===== src/rtl/mult_operand_fifo.sv =====
// Operand front-end for the serial multiplier: queues (A, B) pairs and issues
// one pair at a time as a registered ld_input pulse, holding off until done.
module mult_operand_fifo #(
    parameter int WIDTH = 8,
    parameter int DEPTH = 4
) (
    input  logic                     clk,
    input  logic                     resetn,
    input  logic                     in_valid,
    output logic                     in_ready,
    input  logic [WIDTH-1:0]         in_a,
    input  logic [WIDTH-1:0]         in_b,
    input  logic                     mult_ready,
    input  logic                     mult_done,
    output logic                     ld_input,
    output logic [WIDTH-1:0]         op_a,
    output logic [WIDTH-1:0]         op_b,
    output logic [$clog2(DEPTH):0]   count,
    output logic                     full,
    output logic                     empty
);

    localparam int AW = $clog2(DEPTH);
    localparam int CW = AW + 1;
    localparam logic [CW-1:0] DEPTH_C = CW'(DEPTH);

    logic [2*WIDTH-1:0] mem [DEPTH];
    logic [AW-1:0]      wr_ptr;
    logic [AW-1:0]      rd_ptr;
    logic               busy;
    logic               push;
    logic               issue;

    assign full     = (count == DEPTH_C);
    assign empty    = (count == '0);
    // No pass-through: a full FIFO refuses even when it pops this cycle.
    assign in_ready = resetn && !full;
    assign push     = in_valid && in_ready;
    // busy keeps a second issue out while the multiplier still shows mult_ready.
    assign issue    = !empty && mult_ready && !busy;

    // NOTE: storage has no reset; stale slots are unreachable once count is 0,
    // and leaving them unreset lets the array map onto plain RAM/register files.
    always_ff @(posedge clk) begin
        if (push) begin
            mem[wr_ptr] <= {in_a, in_b};
        end
    end

    // NOTE: all state updates use non-blocking assignments so every register
    // sees pre-edge values regardless of statement order.
    always_ff @(posedge clk) begin
        if (!resetn) begin
            wr_ptr   <= '0;
            rd_ptr   <= '0;
            count    <= '0;
            busy     <= 1'b0;
            ld_input <= 1'b0;
            op_a     <= '0;
            op_b     <= '0;
        end else begin
            ld_input <= issue;

            if (push) begin
                wr_ptr <= wr_ptr + AW'(1);
            end

            if (issue) begin
                {op_a, op_b} <= mem[rd_ptr];
                rd_ptr       <= rd_ptr + AW'(1);
                busy         <= 1'b1;
            end else if (busy && mult_done) begin
                busy <= 1'b0;
            end

            unique case ({push, issue})
                2'b10:   count <= count + CW'(1);
                2'b01:   count <= count - CW'(1);
                default: count <= count;
            endcase
        end
    end

endmodule


===== config.mk =====
export PLATFORM = sky130hd
export DESIGN_NAME = mult_operand_fifo
export DESIGN_NICKNAME = d
export VERILOG_FILES = /design/src/rtl/mult_operand_fifo.sv
export SDC_FILE = /design/constraint.sdc
export NUM_CORES = 1
export LEC_CHECK = 0
export CORE_AREA = 4 4 103 105
export CTS_BUF_LIST = sky130_fd_sc_hd__clkbuf_8
export CTS_CLUSTER_DIAMETER = 80
export CTS_CLUSTER_SIZE = 8
export DETAILED_ROUTE_END_ITERATION = 8
export DIE_AREA = 0 0 107 109
export PLACE_DENSITY = 0.51
export SLEW_MARGIN = 20
export SYNTH_ARGS = -nofsm -noshare
export SYNTH_HDL_FRONTEND = slang
export SYNTH_SLANG_ARGS = --single-unit

===== constraint.sdc =====
create_clock -name clk -period 6.17 [get_ports clk]
set_input_delay 1.234 -clock clk [delete_from_list [all_inputs] [get_ports clk]]
set_output_delay 1.234 -clock clk [all_outputs]
set_load 0.005 [all_outputs]

==> results of run 1 <==
-- power groups by stage --
stage	combinational [uW]	sequential, uW	clock [uW]
floorplan	226	750	0
global placement	358	762	0
detailed placement	360	764	0
CTS	362	751	402
global route	386	759	431
finish	354	749	391
-- state kept, by name (all words and copies together) (netlist names) --
name      flops
mem          64
op_a          8
op_b          8
count         3
rd_ptr        2
wr_ptr        2
busy          1
ld_input      1
-- routing by layer --
metal  global-route usage, %  vias up
met5                       0        -
met4                   5.753        0
met3                   2.960        8
met2                   18.30       33
met1                   14.26      833
li1                        -      798
-- kinds of logic after synthesis --
| group | share of synthesized area [%] |
|---|---|
| AOI/OAI and AO/OA | 6.366 |
| adders and majority gates | 2.457 |
| xor gates and xnor gates | 0.5213 |
| DFF | 72.08 |
| muxes | 11.73 |
| buffers and inverters | 2.643 |
| and+or+nand+nor | 4.207 |
-- cell usage after synthesis --
library cell / number / area [um^2]
buf_4: 1 / 7.510
or3_2: 1 / 7.510
and2_1: 4 / 25.02
or4_1: 1 / 7.510
ha_1: 5 / 62.56
a22o_1: 16 / 140.1
o21a_1: 1 / 7.510
or3_1: 1 / 6.260
nand3_1: 1 / 5.000
inv_4: 1 / 6.260
and3_4: 1 / 11.26
dfxtp_1: 25 / 500.5
buf_12: 1 / 20.02
a21oi_1: 5 / 25.02
nand4_1: 1 / 6.260
edfxtp_1: 64 / 1922
o21a_2: 1 / 8.760
nor2_1: 5 / 18.77
o21ai_0: 2 / 10.01
nor3_4: 2 / 32.53
inv_2: 1 / 3.750
buf_2: 2 / 10.01
clkbuf_1: 1 / 3.750
a21o_1: 1 / 7.510
or3b_1: 1 / 8.760
mux4_2: 7 / 157.7
o31ai_1: 2 / 15.01
buf_6: 1 / 11.26
xor2_1: 2 / 17.52
inv_1: 7 / 26.28
mux4_1: 9 / 236.5
fa_1: 1 / 20.02
nand2b_1: 1 / 6.260
nor2b_1: 1 / 6.260
-- worst paths after layout --
kind,from,to,slack [ns]
setup / recovery,resetn,in_ready,2.38
hold / removal,op_a[2]$_SDFFE_PN0P_,op_a[2]$_SDFFE_PN0P_,0.48
setup reg to reg,count[2]$_SDFFE_PN0P_,count[2]$_SDFFE_PN0P_,3.71
hold reg to reg,op_a[2]$_SDFFE_PN0P_,op_a[2]$_SDFFE_PN0P_,0.48
-- worst max-delay path, stage by stage --
cell,delay [ns]
clkdlybuf4s50_1,0.56
inv_2,0.14
nor2_1,0.12
clkdlybuf4s50_1,0.50
-- cell type report --
type	count	area (um^2)
Fill cell	892	5530
Sequential cell	89	2422
Multi-Input combinational cell	72	849.6
Timing Repair Buffer	44	437.9
Tap cell	133	166.4
Clock buffer	10	137.6
Clock inverter	6	58.81
Inverter	9	36.28
-- per-stage QoR --
step                hold WS (ns)  cell area (um^2)  total power, uW  worst slack (ns)
floorplan                 0.4660              3361            976.1             3.423
global placement          0.4627              3913             1120             2.383
detailed placement        0.4662              3913             1124             2.367
CTS                       0.4868              4109             1515             2.361
global route              0.5057              4109             1576             2.272
finish                    0.4791              4109             1494             2.380
-- cell usage in the layout (no fill, tap or decap), types with 2 or more instances in the layout --
cell / Yosys / routed
a22o_1: 16 / 16
o31ai_1: 2 / 2
clkbuf_8: 0 / 10
o21ai_0: 2 / 2
a21oi_1: 5 / 5
edfxtp_1: 64 / 64
nor3_4: 2 / 2
mux4_2: 7 / 7
and2_1: 4 / 4
clkdlybuf4s50_1: 0 / 43
dfxtp_1: 25 / 25
ha_1: 5 / 5
inv_1: 7 / 8
mux4_1: 9 / 9
nor2_1: 5 / 5
xor2_1: 2 / 2
==> flow_metrics.py, run 1 <==
metrics = {
    "floorplanning": {
        "die_w_um": 107,
        "rows": 36,
        "initial_core_util_pct": 34.87,
        "design.die.area_mm2": 0.01166,
        "coreArea_mm2": 0.009639,
        "fp.dieH_um": 109,
        "pin_count": 44,
    },
    "detailed_routing": {
        "ant_nets": 0,
        "wirelength_um": 6090,
        "top_layer_used": "met4",
        "drc": 0,
        "wl_met3_um": 183,
        "drtIter0Drc": 55,
        "vias_per_cell": 4.606,
        "dr_wl_met2_um": 2939,
        "drt-met1-wl_um": 2860,
        "dr.pass1.iters": 4,
        "wl_per_cell_um": 16.78,
        "routed-via-count": 1672,
    },
    "power": {
        "switching_share_pct": 26.44,
        "ir_drop_uv": 212.1,
        "p_seq_share_pct": 50.1,
        "power_frac_comb_pct": 23.7,
        "p_leak_uw": 0.001359,
        "p_sw_uw": 395.1,
        "power_density_mw_per_mm2": 363.6,
        "p_int_uw": 1099,
        "clockPowerShare_pct": 26.2,
    },
    "global_route": {
        "antenna_found_initial": 0,
        "grt_max_degree": 19,
        "grt-ovfl-total": 0,
        "grt.total_usage_pct": 11.37,
        "grt_pass1_vias": 1759,
        "grt_pass1_wl_um": 9604,
    },
    "clocking": {
        "cts_inserted_buffers": 9,
        "cts.htree.levels": 3,
        "root_buffer": "clkbuf_8",
        "hold_buffers": 0,
        "clkSinkCount": 89,
        "clock_path_buffers": 2,
        "path_clk_slew_ns": 0.08,
        "worstSkewPairLatency_ns": 0.35,
        "post_cts_resized": 0,
        "cts_setup_buffers": 0,
        "cts_tree": "done",
    },
    "run_status": {
        "status": "finished clean",
    },
    "logic_synthesis": {
        "synthCells": 176,
        "synth_seq_cells": 89,
        "syn_avg_cell_area_um2": 19.10,
        "syn_area_mm2": 0.003361,
        "ys_warn_count": 0,
        "yosysUniqueCellTypes": 34,
        "syn_nets": 203,
        "ys_seq_area_share_pct": 72.08,
    },
    "worst_setup_path": {
        "cp.arrival_ns": 2.56,
        "worst-path-max-fanout": 9,
        "reg2regPathDepth": 9,
        "endpoint_kind": "output port",
        "crit_path_start_kind": "input pin",
        "cp.required_ns": 4.94,
        "criticalPathCategory": "input pin to output port",
    },
    "cells_and_area": {
        "utilization_pct": 42.63,
        "syn_to_final_growth_pct": 22.26,
        "fin_cells": 363,
        "antenna_cells": 0,
        "layout.nets": 252,
        "drive_gt1_share_pct": 12.61,
    },
    "place": {
        "gp_congestion": 0.6966,
        "placed_cells": 347,
        "place_hpwl_um": 3712,
        "portBuffers": 43,
    },
    "hold_path": {
        "min_path_cells": 1,
        "hold_class": "register to register",
    },
    "sta": {
        "fin_skew_ns": 0.01212,
        "final_max_slew_viol_count": 0,
        "setup-tns-final_ns": 0,
        "max_clock_freq_mhz": 263.8,
        "rsz0062_at_grt": "false",
        "worst_pin_slew_ns": 0.9300,
        "finalCritPeriodShare_pct": 61.43,
        "fin_crit_ns": 3.790,
        "finalSetupViolations": 0,
        "maxSlewHeadroom_pct": 38.00,
        "finalHoldViolCount": 0,
    },
    "flow_run": {
        "cap_violations": 0,
    },
}
Power figures use the tool's default switching activity.
==> inputs of run 2 (changes only) <==
- PLACE_DENSITY: 0.51 -> 0.53
- clock period: 6.17 -> 3.14 ns (I/O delays scaled with it)
==> run 2 against run 1 <==
Against the previous run:
- combinational power up 92%
- critical endpoint unchanged
- non-clock buffer count up 5
- clock-buffer cell count down 1
- via count up 0.78%
- critical path type unchanged
- die area unchanged
- power up 99%
- wire length down 1.1%
==> flow_metrics.py, run 2 (same netlist as run 1, synthesis figures left out) <==
metrics = {
    "place": {
        "gp_congestion": 0.7207,
        "placed_cells": 352,
        "portBuffers": 43,
        "place_hpwl_um": 3629,
    },
    "power": {
        "switching_share_pct": 25.55,
        "p_seq_share_pct": 49.9,
        "power_density_mw_per_mm2": 717.1,
        "p_int_uw": 2218,
        "ir_drop_uv": 358.3,
        "p_sw_uw": 761.2,
        "clockPowerShare_pct": 27.4,
        "power_frac_comb_pct": 22.7,
        "p_leak_uw": 0.001402,
    },
    "cells_and_area": {
        "syn_to_final_growth_pct": 23.64,
        "top_register": "mem",
        "largest_reg_flops": 64,
        "drive_gt1_share_pct": 14.04,
        "final_common_cell": "edfxtp_1",
        "num-fill-cells": 905,
        "fin_cells": 368,
        "reg_top3": "mem (64), op_a (8), op_b (8)",
        "layout.nets": 257,
        "final_cell_mix": "edfxtp_1, clkdlybuf4s50_1, dfxtp_1",
        "antenna_cells": 0,
        "utilization_pct": 43.11,
    },
    "hold_path": {
        "hold_class": "register to register",
    },
    "detailed_routing": {
        "wl_per_cell_um": 16.37,
        "ant_nets": 0,
        "routed-via-count": 1685,
        "wirelength_um": 6025,
        "drc": 0,
        "dr.pass1.iters": 4,
        "drtIter0Drc": 117,
        "vias_per_cell": 4.579,
    },
    "worst_setup_path": {
        "cp_slowest_cell": "clkdlybuf4s50_1",
        "crit_chain": "clkdlybuf4s50_1, inv_2, nor2_1, clkdlybuf4s50_1",
        "worst-path-max-fanout": 9,
        "cp.arrival_ns": 1.96,
        "path_common_cell": "clkdlybuf4s50_1",
        "endpoint_kind": "output port",
        "crit_path_start_kind": "input pin",
        "cp.required_ns": 2.51,
        "max_stage_delay_ns": 0.57,
        "criticalPathCategory": "input pin to output port",
    },
    "sta": {
        "fin_crit_ns": 2.591,
        "fin_worst_hold_slack_ns": 0.4741,
        "max_clock_freq_mhz": 385.9,
        "finalHoldViolCount": 0,
        "maxSlewHeadroom_pct": 44.52,
        "worst_pin_slew_ns": 0.8311,
        "finalCritPeriodShare_pct": 82.53,
        "rsz0062_at_grt": "false",
        "final_max_slew_viol_count": 0,
        "fin_skew_ns": 0.01204,
        "finalSetupViolations": 0,
        "setup-tns-final_ns": 0,
    },
    "floorplanning": {
        "initial_core_util_pct": 34.87,
        "design.die.area_mm2": 0.01166,
        "fp.dieH_um": 109,
        "pin_count": 44,
        "rows": 36,
        "coreArea_mm2": 0.009639,
        "die_w_um": 107,
    },
    "clocking": {
        "post_cts_resized": 0,
        "hold_buffers": 0,
        "root_buffer": "clkbuf_8",
        "cts_tree": "done",
        "cts_setup_buffers": 0,
        "clock_path_buffers": 2,
        "path_clk_slew_ns": 0.07,
        "worstSkewPairLatency_ns": 0.34,
        "cts.htree.levels": 3,
        "cts_inserted_buffers": 9,
        "clkSinkCount": 89,
    },
    "global_route": {
        "antenna_found_initial": 0,
        "grt.total_usage_pct": 10.88,
        "grt_max_degree": 19,
        "grt_pass1_wl_um": 9321,
        "grt_pass1_vias": 1743,
        "grt-ovfl-total": 0,
    },
    "run_status": {
        "status": "finished clean",
    },
    "flow_run": {
        "cap_violations": 0,
    },
}
==> run 2: cell types whose count changed in the layout (fill, tap and decap cells not counted) <==
| cell | before | now |
|---|---|---|
| clkinv_2 | 1 | 2 |
| buf_4 | 1 | 6 |
| bufinv_16 | 1 | 2 |
| clkbuf_8 | 10 | 9 |
| clkinvlp_4 | 1 | 0 |
| clkinv_4 | 1 | 0 |
| inv_1 | 8 | 10 |
| clkinv_1 | 1 | 0 |
==> run 2: path summary, 6_finish.rpt <==
path / startpoint / end / slack [ns] / cells past startpoint
setup / recovery: resetn / in_ready / 0.55 / 4
hold / removal: op_a[1]$_SDFFE_PN0P_ / op_a[1]$_SDFFE_PN0P_ / 0.47 / 1
setup reg to reg: count[2]$_SDFFE_PN0P_ / count[2]$_SDFFE_PN0P_ / 0.69 / 9
hold reg to reg: op_a[1]$_SDFFE_PN0P_ / op_a[1]$_SDFFE_PN0P_ / 0.47 / 1
==> run 2: worst max-delay path: cells and delay by family <==
kind                   cells  cell delay, ns
buffers and inverters      3            1.21
and+or+nand+nor            1            0.12
==> run 2: routing by layer <==
layer / GRT usage (%) / vias up / share of wire (%)
met5: 0 / - / 0
met4: 4.932 / 0 / 1.3
met3: 2.664 / 5 / 3.0
met2: 18.39 / 30 / 51
met1: 13.25 / 841 / 45
li1: - / 809 / -
==> run 2: per-stage QoR <==
stage / instance area [um^2] / total power, uW / setup WS (ns)
global placement: 3950 / 2199 / 0.4628
finish: 4155 / 2980 / 0.5487
global route: 4155 / 3130 / 0.4388
CTS: 4155 / 3029 / 0.5361
floorplan: 3361 / 1918 / 0.8453
detailed placement: 3950 / 2207 / 0.4077
==> run 2: power by group through the flow <==
stage | clock [uW] | combinational (uW) | sequential, uW
global placement | 0 | 684 | 1510
detailed placement | 0 | 689 | 1520
finish | 816 | 678 | 1490
global route | 882 | 740 | 1510
floorplan | 0 | 444 | 1470
CTS | 846 | 693 | 1490
==> run 2: area by class of cell <==
type                            instances  area [um^2]  share of cell area (%)
Clock inverter                          7        81.33                   1.957
Sequential cell                        89         2422                   58.30
Inverter                                9        36.28                  0.8732
Multi-Input combinational cell         72        849.6                   20.45
Timing Repair Buffer                   49        475.5                   11.44
Clock buffer                            9        123.9                   2.981
Tap cell                              133        166.4                   4.005
==> inputs of run 3 (changes only) <==
- PLACE_DENSITY: 0.53 -> 0.51
- clock period: 3.14 -> 2.52 ns (I/O delays scaled with it)
==> run 3 against run 2 <==
Against the previous run:
- via count grew 2.5%
- clock skew shrank 0.0035 ns
- power grew 28%
- largest cell class unchanged
==> flow_metrics.py, run 3 (same netlist as run 1, synthesis figures left out) <==
metrics = {
    "cells_and_area": {
        "multi_input_area_um2": 852.1,
        "num-fill-cells": 887,
        "fin_cells": 375,
        "top_register": "mem",
        "final_cell_mix": "edfxtp_1, clkdlybuf4s50_1, dfxtp_1",
        "drive_gt1_share_pct": 17.77,
        "seq_area_mm2": 0.002422,
        "syn_to_final_growth_pct": 26.10,
        "largest_reg_flops": 64,
        "layout.nets": 264,
        "final_common_cell": "edfxtp_1",
        "reg_top3": "mem (64), op_a (8), op_b (8)",
        "antenna_cells": 0,
        "utilization_pct": 43.96,
    },
    "floorplanning": {
        "initial_core_util_pct": 34.87,
        "fp.dieH_um": 109,
        "pin_count": 44,
        "die_w_um": 107,
        "coreArea_mm2": 0.009639,
        "rows": 36,
        "design.die.area_mm2": 0.01166,
    },
    "worst_setup_path": {
        "path_common_cell": "inv_1",
        "critPathTopFamily": "simple AND/OR/NAND/NOR gates",
        "max_stage_delay_ns": 0.44,
        "cp_slowest_cell": "or3b_4",
        "worst-path-max-fanout": 5,
        "r2r_setup_slack_ns": 0.15,
        "reg2reg_from": "count[2]$_SDFFE_PN0P_",
        "crit_chain": "or3b_4, and3_4, inv_1, ha_1, inv_1, fa_1, xor2_1, or3_1, a21oi_1",
        "cp.required_ns": 2.80,
        "r2r_end": "count[2]$_SDFFE_PN0P_",
        "crit_buf_inv": 2,
        "crit_path_start_kind": "register",
        "criticalPathCategory": "register to register",
        "reg2regPathDepth": 9,
        "cp.arrival_ns": 2.66,
        "endpoint_kind": "register",
    },
    "hold_path": {
        "hp-start": "op_b[0]$_SDFFE_PN0P_",
        "hold_class": "register to register",
        "min_path_cells": 1,
        "holdPathEnd": "op_b[0]$_SDFFE_PN0P_",
    },
    "global_route": {
        "antenna_found_initial": 0,
        "grt_pass1_vias": 1832,
        "grt_max_degree": 19,
        "grt_pass1_wl_um": 9715,
        "grt.total_usage_pct": 11.33,
        "grt-ovfl-total": 0,
    },
    "place": {
        "portBuffers": 43,
        "place_hpwl_um": 3743,
        "gp_congestion": 0.6989,
        "place_ws_ns": 0.04681,
        "placed_cells": 359,
    },
    "clocking": {
        "clock_path_buffers": 2,
        "worstSkewPairLatency_ns": 0.35,
        "root_buffer": "clkbuf_8",
        "hold_buffers": 0,
        "cts_tree": "done",
        "clkSinkCount": 89,
        "post_cts_resized": 0,
        "path_clk_slew_ns": 0.08,
        "cts_setup_buffers": 0,
        "cts_inserted_buffers": 9,
        "cts.htree.levels": 3,
    },
    "sta": {
        "layout_setup_ws_ns": 0.1460,
        "final_max_slew_viol_count": 0,
        "finalSetupViolations": 0,
        "fin_skew_ns": 0.008548,
        "fin_worst_hold_slack_ns": 0.4794,
        "worst_pin_slew_ns": 0.8288,
        "max_clock_freq_mhz": 421.2,
        "finalHoldViolCount": 0,
        "fin_crit_ns": 2.374,
        "rsz0062_at_grt": "false",
        "maxSlewHeadroom_pct": 44.67,
        "finalCritPeriodShare_pct": 94.20,
        "setup-tns-final_ns": 0,
    },
    "power": {
        "ir_drop_uv": 498.9,
        "p_leak_uw": 0.001443,
        "power_density_mw_per_mm2": 897.0,
    },
    "detailed_routing": {
        "vias_per_cell": 4.605,
        "wirelength_um": 5994,
        "dr.pass1.iters": 4,
        "drtIter0Drc": 51,
        "drc": 0,
        "ant_nets": 0,
        "routed-via-count": 1727,
        "wl_per_cell_um": 15.98,
    },
    "flow_run": {
        "cap_violations": 0,
    },
    "run_status": {
        "status": "finished clean",
    },
}
## run 3: cell count changes in the layout (fill, tap and decap cells not counted), sizes merged
cell and delta:
buf +7, clkbuf +1, clkinv +1, inv -2
## run 3: metrics by stage
| stage | total power, uW | area (um^2) |
|---|---|---|
| after floorplan | 2390 | 3361 |
| after global placement | 2795 | 4015 |
| after detailed placement | 2791 | 4015 |
| after CTS | 3859 | 4235 |
| after global routing | 4016 | 4238 |
| final | 3801 | 4238 |
## run 3: power by group
group	switching, uW	internal, uW
sequential	75.1	1720
combinational	406	536
clock	481	581
total	963	2840
## run 3: how the worst max path moves through the flow
stage / startpoint / end / slack, ns / cells past startpoint
2_1_floorplan: count[2]$_SDFFE_PN0P_ / count[2]$_SDFFE_PN0P_ / 0.23 / 9
3_3_place_gp: in_valid / count[2]$_SDFFE_PN0P_ / 0.08 / 9
3_5_place_dp: in_valid / count[2]$_SDFFE_PN0P_ / 0.05 / 9
4_1_cts: count[2]$_SDFFE_PN0P_ / count[2]$_SDFFE_PN0P_ / 0.11 / 9
5_1_grt: count[2]$_SDFFE_PN0P_ / count[2]$_SDFFE_PN0P_ / 0.01 / 9
6_report: count[2]$_SDFFE_PN0P_ / count[2]$_SDFFE_PN0P_ / 0.15 / 9
## run 3: layer usage
layer  vias to the layer above  share of wire, %  track usage (%)
li1                        827                 -                -
met1                       856                44            13.34
met2                        33                50            19.33
met3                        11               3.9            2.664
met4                         0               1.8            6.027
met5                         -                 0                0
## run 3: area by class of cell
type	count	share of cell area, %
repair buffers	56	12.75
clock inverters	6	1.949
multi-input cells	72	20.11
inverters	9	0.8562
flip-flops and latches	89	57.16
clock buffers	10	3.248
well taps	133	3.927
